`config.mk`:
```
export PLATFORM = sky130hd
export DESIGN_NAME = hamming_secded_decoder
export DESIGN_NICKNAME = d
export VERILOG_FILES = /design/src/rtl/hamming_pkg.sv /design/src/rtl/hamming_syndrome_calc.sv /design/src/rtl/hamming_secded_decoder.sv
export SDC_FILE = /design/constraint.sdc
export NUM_CORES = 1
export LEC_CHECK = 0
export CORE_ASPECT_RATIO = 0.6
export CORE_UTILIZATION = 52
export CTS_CLUSTER_DIAMETER = 120
export DETAILED_ROUTE_END_ITERATION = 10
export PLACE_DENSITY = 0.87
export SLEW_MARGIN = 40
export SYNTH_ARGS = -nofsm -noshare
export SYNTH_HDL_FRONTEND = slang
export SYNTH_HIERARCHICAL = 1
export SYNTH_SLANG_ARGS = --single-unit
export TNS_END_PERCENT = 20
```
`constraint.sdc`:
```
create_clock -name clk -period 2 [get_ports clk]
set_input_delay 0.4 -clock clk [delete_from_list [all_inputs] [get_ports clk]]
set_output_delay 0.4 -clock clk [all_outputs]
set_load 0.005 [all_outputs]
```
`src/rtl/hamming_pkg.sv`:
```
// Shared constants, status encoding and codeword layout helpers for the
// Hamming SEC/SECDED decoder family.
package hamming_pkg;

   typedef enum logic [1:0] {
      ERR_NONE,
      ERR_CORR,
      ERR_UNCORR
   } err_status_t;

   function automatic int calc_n(input int r);
      return (1 << r) - 1;
   endfunction

   function automatic int calc_k(input int r);
      return calc_n(r) - r;
   endfunction

   // Data bits occupy the non-power-of-two positions in ascending order.
   // The search bound is always past the wanted position because only
   // about log2(p) of the positions below p are parity positions.
   function automatic int data_pos(input int idx);
      int cnt;
      int pos;
      cnt = 0;
      pos = 0;
      for (int p = 3; p < 2 * idx + 8; p++) begin
         if (((p & (p - 1)) != 0) && (pos == 0)) begin
            if (cnt == idx) begin
               pos = p;
            end
            cnt++;
         end
      end
      return pos;
   endfunction

endpackage

```
`src/rtl/hamming_syndrome_calc.sv`:
```
// Combinational syndrome and overall-parity evaluation for one received
// codeword (bit p-1 holds Hamming position p).
module hamming_syndrome_calc
   import hamming_pkg::*;
#(
   parameter int R      = 3,
   parameter int SECDED = 1,
   localparam int N     = calc_n(R)
) (
   input  logic [N+SECDED-1:0] code,
   output logic [R-1:0]        syndrome,
   output logic                parity_err
);

   // Every set bit contributes its own position to the syndrome, which is
   // the same as XOR-ing, for each syndrome bit j, all positions with bit j set.
   always_comb begin
      syndrome = '0;
      for (int p = 1; p <= N; p++) begin
         if (code[p-1]) begin
            syndrome = syndrome ^ R'(p);
         end
      end
   end

   generate
      if (SECDED != 0) begin : g_parity
         assign parity_err = ^code;
      end else begin : g_no_parity
         assign parity_err = 1'b0;
      end
   endgenerate

endmodule

```
`src/rtl/hamming_secded_decoder.sv`:
```
// Two-stage pipelined Hamming decoder: S1 captures syndrome/parity/raw word,
// S2 corrects, extracts data and raises status; saturating error counters.
module hamming_secded_decoder
   import hamming_pkg::*;
#(
   parameter int R      = 3,
   parameter int SECDED = 1,
   parameter int CNT_W  = 16,
   localparam int N     = calc_n(R),
   localparam int K     = calc_k(R),
   localparam int W     = N + SECDED
) (
   input  logic             clk,
   input  logic             rst_n,
   input  logic             in_valid,
   output logic             in_ready,
   input  logic [W-1:0]     in_code,
   output logic             out_valid,
   input  logic             out_ready,
   output logic [K-1:0]     out_data,
   output logic [R-1:0]     out_syndrome,
   output logic             out_err_single,
   output logic             out_err_double,
   input  logic             clr_cnt,
   output logic [CNT_W-1:0] cnt_corr,
   output logic [CNT_W-1:0] cnt_uncorr
);

   logic          s1_valid;
   logic [W-1:0]  s1_code;
   logic [R-1:0]  s1_syn;
   logic          s1_par;
   logic [R-1:0]  calc_syn;
   logic          calc_par;
   logic          s1_load;
   logic          s2_load;
   logic          out_hs;
   err_status_t   status;
   logic [W-1:0]  fixed_code;
   logic [K-1:0]  fixed_data;

   hamming_syndrome_calc #(
      .R      (R),
      .SECDED (SECDED)
   ) u_syndrome (
      .code       (in_code),
      .syndrome   (calc_syn),
      .parity_err (calc_par)
   );

   // S2 takes a word whenever it is empty or its word leaves this cycle,
   // and S1 frees up exactly when S2 takes from it.
   assign out_hs   = out_valid && out_ready;
   assign s2_load  = s1_valid && (!out_valid || out_ready);
   assign in_ready = !s1_valid || s2_load;
   assign s1_load  = in_valid && in_ready;

   always_ff @(posedge clk or negedge rst_n) begin
      if (!rst_n) begin
         s1_valid <= 1'b0;
         s1_code  <= '0;
         s1_syn   <= '0;
         s1_par   <= 1'b0;
      end else if (s1_load) begin
         s1_valid <= 1'b1;
         s1_code  <= in_code;
         s1_syn   <= calc_syn;
         s1_par   <= calc_par;
      end else if (s2_load) begin
         s1_valid <= 1'b0;
      end
   end

   // Odd overall parity means one flipped bit (possibly the parity bit itself);
   // even parity with a nonzero syndrome can only be two flips.
   always_comb begin
      status = ERR_NONE;
      if (SECDED != 0) begin
         if (s1_par) begin
            status = ERR_CORR;
         end else if (s1_syn != '0) begin
            status = ERR_UNCORR;
         end
      end else if (s1_syn != '0) begin
         status = ERR_CORR;
      end
   end

   always_comb begin
      fixed_code = s1_code;
      if (status == ERR_CORR) begin
         for (int p = 1; p <= N; p++) begin
            if (R'(p) == s1_syn) begin
               fixed_code[p-1] = ~s1_code[p-1];
            end
         end
      end
      fixed_data = '0;
      for (int i = 0; i < K; i++) begin
         fixed_data[i] = fixed_code[data_pos(i) - 1];
      end
   end

   always_ff @(posedge clk or negedge rst_n) begin
      if (!rst_n) begin
         out_valid      <= 1'b0;
         out_data       <= '0;
         out_syndrome   <= '0;
         out_err_single <= 1'b0;
         out_err_double <= 1'b0;
      end else if (s2_load) begin
         out_valid      <= 1'b1;
         out_data       <= fixed_data;
         out_syndrome   <= s1_syn;
         out_err_single <= (status == ERR_CORR);
         out_err_double <= (status == ERR_UNCORR);
      end else if (out_ready) begin
         out_valid      <= 1'b0;
      end
   end

   always_ff @(posedge clk or negedge rst_n) begin
      if (!rst_n) begin
         cnt_corr   <= '0;
         cnt_uncorr <= '0;
      end else if (clr_cnt) begin
         cnt_corr   <= '0;
         cnt_uncorr <= '0;
      end else if (out_hs) begin
         if (out_err_single && (cnt_corr != '1)) begin
            cnt_corr <= cnt_corr + 1'b1;
         end
         if (out_err_double && (cnt_uncorr != '1)) begin
            cnt_uncorr <= cnt_uncorr + 1'b1;
         end
      end
   end

endmodule

```
Word-level counts from Yosys, hierarchy flattened
Index checks and enable logic that the tools add are counted.
{"block": "classes", "n_reduce_logical": 18, "addsub": 2, "n_eq_ne": 11, "n_bitwise": 13, "mux": 27}
{"operator": "$mux W16", "count": 6}
{"operator": "$add A16 B1 Y16 const B", "count": 2}
{"operator": "$ne A16 B16 Y1 const B", "count": 2}
{"operator": "$eq A3 B3 Y1 const A", "count": 4}
{"operator": "$mux W1", "count": 12}
{"operator": "$mux W3", "count": 4}
{"operator": "$reduce_bool A2 Y1", "count": 5}
{"operator": "$mux W2", "count": 4}
{"operator": "$reduce_xor A8 Y1", "count": 1}
{"operator": "$mux W7", "count": 1}
{"operator": "$not A1 Y1", "count": 7}
{"operator": "$eq A2 B3 Y1 const A", "count": 2}
{"operator": "$not A2 Y2", "count": 3}
{"operator": "$logic_and A1 B1 Y1", "count": 5}
{"operator": "$reduce_and A2 Y1", "count": 2}
{"operator": "$eq A1 B3 Y1 const A", "count": 1}
{"operator": "$not A3 Y3", "count": 1}
{"operator": "$reduce_bool A3 Y1", "count": 1}
{"operator": "$eq A2 B1 Y1 const B", "count": 1}
{"operator": "$eq A2 B2 Y1 const B", "count": 1}
{"operator": "$logic_not A1 Y1", "count": 2}
{"operator": "$logic_or A1 B1 Y1", "count": 2}
{"operator": "$not A1 Y1 const A", "count": 2}
{"block": "word_totals", "regBits": 54, "inputBits": 13}

Logic depth before layout (Yosys ltp)
{"block": "depth", "depth_word": 11, "mapped_depth": 6, "depth_no_buf": 5}

Hierarchy
The synthesis kept the hierarchy.
{"mod": "hamming_secded_decoder", "area_per_inst_um2": 2668.8, "cells_each": 258, "seq_area_each_um2": 1276.2, "instances": 1}
{"mod": "hamming_syndrome_calc", "area_per_inst_um2": 130.1, "cells_each": 10, "seq_area_each_um2": 0.0, "instances": 1}

Worst setup path after synthesis
OpenSTA, ideal clock, no wires.
{"block": "synth_path", "kind": "register to register", "from": "reg cnt_corr[0]", "to": "reg cnt_corr[14]", "path_stages_with_launch": 6, "period_less_slack_ns": 1.660, "path_buffers": 0, "arrival_time_ns": 1.536, "path_slack_ns": 0.340, "path_cell_list": "dfrtp_1 ha_1 nand4_1 nor4_2 nand4_1 mux2_2"}
{"block": "synth_via", "elab_chain_cells": 4, "elab_cells_between_ends": 8, "classes_between": "add/sub: 1; eq/ne: 1; mux: 3; reduce/logical: 3"}
{"item": "start, declared", "line_no": "hamming_secded_decoder.sv:25", "source": "output logic [CNT_W-1:0] cnt_corr,"}
{"item": "start signal, assigned", "line_no": "hamming_secded_decoder.sv:131", "source": "cnt_corr <= cnt_corr + 1'b1;"}
{"item": "$add A16 B1 Y16 / $ne A16 B16 Y1 (equally long branches)", "line_no": "hamming_secded_decoder.sv:131, hamming_secded_decoder.sv:130"}
{"item": "$mux W16 / $logic_and A1 B1 Y1 (equally long branches)", "line_no": "hamming_secded_decoder.sv:130", "source": "if (out_err_single && (cnt_corr != '1)) begin"}
{"item": "$mux W16 / $reduce_bool A2 Y1 (equally long branches)"}
{"item": "$mux W16 / $reduce_and A2 Y1 (equally long branches)"}
Several ways; a longest one is shown, not always the timed one. The select of a mux whose other input is x is not followed.
A chain may end at the register's enable or synchronous reset.

Worst setup path after layout
{"block": "layout_path", "from": "reg out_valid", "to": "out in_ready"}
{"block": "layout_via", "elab_chain_cells": 4}
{"item": "start, declared", "line_no": "hamming_secded_decoder.sv:18", "source": "output logic out_valid,"}
{"item": "start signal, assigned", "line_no": "hamming_secded_decoder.sv:106", "source": "out_valid <= 1'b0;"}
{"item": "start signal, assigned", "line_no": "hamming_secded_decoder.sv:112", "source": "out_valid <= 1'b1;"}
{"item": "start signal, assigned", "line_no": "hamming_secded_decoder.sv:118", "source": "out_valid <= 1'b0;"}
{"item": "$logic_not A1 Y1", "line_no": "hamming_secded_decoder.sv:54", "source": "assign s2_load = s1_valid && (!out_valid || out_ready);"}
{"item": "$logic_or A1 B1 Y1", "line_no": "hamming_secded_decoder.sv:54"}
{"item": "$logic_and A1 B1 Y1", "line_no": "hamming_secded_decoder.sv:54"}
{"item": "$logic_or A1 B1 Y1", "line_no": "hamming_secded_decoder.sv:55", "source": "assign in_ready = !s1_valid || s2_load;"}
{"item": "end, declared", "line_no": "hamming_secded_decoder.sv:16", "source": "output logic in_ready,"}
Every way passes these cells.

==> results.sh <==
export IMPL_synth_seq_cells=51
export IMPL_syn_avg_cell_area_sq_um=10.4
export IMPL_setup_violations=0
export IMPL_power_share_clock_pct=28.8
export IMPL_area_growth_pct=33.4
export IMPL_cts_made_buffers=5
export IMPL_crit_arrival_ns=1.48
export IMPL_grt_max_degree=52
export IMPL_synth_edf_count=0
export IMPL_setup_worst_path_start="out_valid"
export IMPL_netlist_area_leader_share_pct=45.6
export IMPL_p_sw_mw=0.693
export IMPL_hold_slack_ns=0.0603
export IMPL_crit_required_ns=1.60
export IMPL_clock_skew_ns=0.0139
export IMPL_relSlewSlack_pct=71.1
export IMPL_cts_sinks=51
export IMPL_period_minus_slack_ns=1.88
export IMPL_die_height_um=58.8
export IMPL_dieWidth_um=96.7
export IMPL_seqPwrFrac_pct=49.7
export IMPL_clk_path_buf_depth=2
export IMPL_synth_largest_area_cell="dfrtp_1"
export IMPL_async_reset_ff_share_pct=100
export IMPL_dp_cells=407
export IMPL_maxCapViolations=0
export IMPL_ant_nets=0
export IMPL_grt_pass1_wl_um=11300
export IMPL_core_area_sq_um=5130
export IMPL_fin_crit_sh_pct=93.8
export IMPL_worstHoldPathType="primary input to async pin"
export IMPL_grt_pass1_vias=2351
export IMPL_start_util_pct=54.6
export IMPL_hold_viol=0
export IMPL_max_vdd_ir_drop_mv=0.388
export IMPL_viasPerCell=5.93
export IMPL_maxSlewViolCount=0
export IMPL_critPathCaptureType="primary output"
export IMPL_crit_fanout=8
export IMPL_swShare_pct=26.6
export IMPL_ios=56
export IMPL_seq_area_frac_synth_pct=45.6
export IMPL_vias=2461
export IMPL_n_antenna_cell=0
export IMPL_finalWirelength_um=6720
export IMPL_drt_initial_drc_count=140
export IMPL_ys_top_cells_by_area="dfrtp_1, mux2_2, a21oi_1"
export IMPL_post_layout_nonfiller_instances=415
export IMPL_rsz0062_at_grt="no"
export IMPL_status="finished clean"
export IMPL_place_gp_congestion=0.832
export IMPL_cts_tree="yes"
export IMPL_detailed_place_hpwl_um=4890
export IMPL_ys_warn_count=6
export IMPL_tightest_slew_ns=0.430
export IMPL_p_leak_nw=1.50
export IMPL_critical_path_class="register to primary output"
export IMPL_overflow=0
export IMPL_combPwrFrac_pct=21.5
export IMPL_powerDensity_nw_per_um2=697
export IMPL_die_area_sq_um=5690
export IMPL_path_clk_slew_ns=0.09
export IMPL_post_drt_wl_per_cell_um=16.2
export IMPL_groute_usage_overall_pct=25.2
export IMPL_drive_gt1_share_pct=18.9
export IMPL_rr_startpoint="cnt_uncorr[0]"
export IMPL_max_clock_freq_mhz=533
export IMPL_synth_ff_type="dfrtp_1"
export IMPL_drc=0
export IMPL_htreeDepth=2
export IMPL_netlist_instances=268
export IMPL_root_buffer="clkbuf_8"
export IMPL_nets=363
export IMPL_antenna_found_initial=0
export IMPL_syn_num_nets=283
export IMPL_p_int_mw=1.91
export IMPL_placementRows=20
export IMPL_drt_first_pass_iters=4
export IMPL_clk_latency_ns=0.31
export IMPL_io_buffers=55
export IMPL_ys_types=43
export IMPL_start_kind="register"
export IMPL_syn_area_sq_um=2800
[power groups by stage]
stage,clock network [mW],registers [mW],logic [mW]
2_1_floorplan,0,1.28,0.245
3_3_place_gp,0,1.30,0.539
3_5_place_dp,0,1.31,0.560
4_1_cts,0.757,1.29,0.564
5_1_grt,0.800,1.31,0.610
6_report,0.750,1.29,0.559
[worst max-delay path: stages, from the launching register on]
cell and delay (ns):
dfrtp_1 0.47, nand3b_1 0.18, clkdlybuf4s50_1 0.52
[through the flow]
step / setup TNS (ns) / total power [mW] / worst slack, ns / area [sq um] / utilization [%]
5_1_grt: 0 / 2.72 / 0.0403 / 3730 / 72.8
4_1_cts: 0 / 2.61 / 0.125 / 3730 / 72.8
6_report: 0 / 2.60 / 0.123 / 3730 / 72.8
2_1_floorplan: 0 / 1.52 / 0.340 / 2800 / -
3_3_place_gp: -2.46 / 1.84 / -0.180 / 3620 / 70.5
3_5_place_dp: -3.85 / 1.87 / -0.240 / 3620 / 70.5
[layout make-up]
cell class,instances,area (sq um)
Multi-Input combinational cell,204,1470
Fill cell,358,1400
Sequential cell,51,1280
Timing Repair Buffer,80,769
Clock buffer,6,82.6
Tap cell,66,82.6
Clock inverter,2,35.0
Inverter,6,22.5
[cell usage after synthesis (6+ instances only)]
master / count
o31ai_1: 12
or4_1: 11
or3_1: 10
mux2_2: 18
nand3_1: 13
o21ai_0: 15
a21oi_1: 23
nor2_1: 10
nor3_1: 7
nand2_1: 17
xor2_1: 6
nor2b_1: 6
nand4_1: 8
inv_1: 6
dfrtp_1: 51
[metal layers]
layer	share of wire (%)	track usage [%]	wire, um	up-vias
met4	0.76	7.89	51	0
met5	0	0	0	-
li1	-	-	-	1170
met1	48	36.2	3250	1181
met2	44	38.6	2960	101
met3	6.8	5.46	458	9
[worst paths after layout]
kind	end	slack, ns	cells past startpoint
max	in_ready	0.12	2
min	cnt_uncorr[5]	0.06	2
max reg2reg	cnt_uncorr[8]	0.16	5
min reg2reg	out_data[0]	0.50	2
max in group asynchronous	cnt_uncorr[10]	1.68	2
min in group clk	out_data[0]	0.50	2
[sequential cells by signal (all words and copies together) (netlist names), 3 cells and up]
register / cells
cnt_uncorr: 16
out_data: 4
cnt_corr: 16
out_syndrome: 3
s1_syn: 3
s1_code: 4
[kinds of logic after synthesis]
group | count (synthesis) | synth area share (%)
AO/OA/AOI/OAI | 54 | 11.1
AND/OR/NAND/NOR | 115 | 26.8
multiplexers | 19 | 7.60
flip-flops | 51 | 45.6
XOR/XNOR | 14 | 5.90
adder cells (fa/ha/maj) | 2 | 0.894
buffers and inverters | 13 | 2.06
[layout by cell type, fill, tap and decap left out, drive strengths merged, types with 2 or more instances in the layout]
cell type	n
xnor3	3
inv	6
clkdlybuf4s50	53
xnor2	5
a211oi	2
a21oi	23
or4	11
nor4	8
nand3b	3
nand4b	3
ha	2
dfrtp	51
o31ai	12
buf	26
mux2	18
o21ai	15
and3	3
nor2b	6
nor3	7
and4	3
clkbuf	6
nand2b	4
xor2	6
nand4	13
nand3	14
nand2	17
or3	11
nor2	10
[what timing repair did]
action	4_1_cts	5_1_grt
resized for setup	1	0
endpoints found under the setup margin	1	0
setup buffers	0	0
hold buffers	0	0
hold endpoints to repair	0	0
Note: power is estimated with default switching activity, not from simulation.
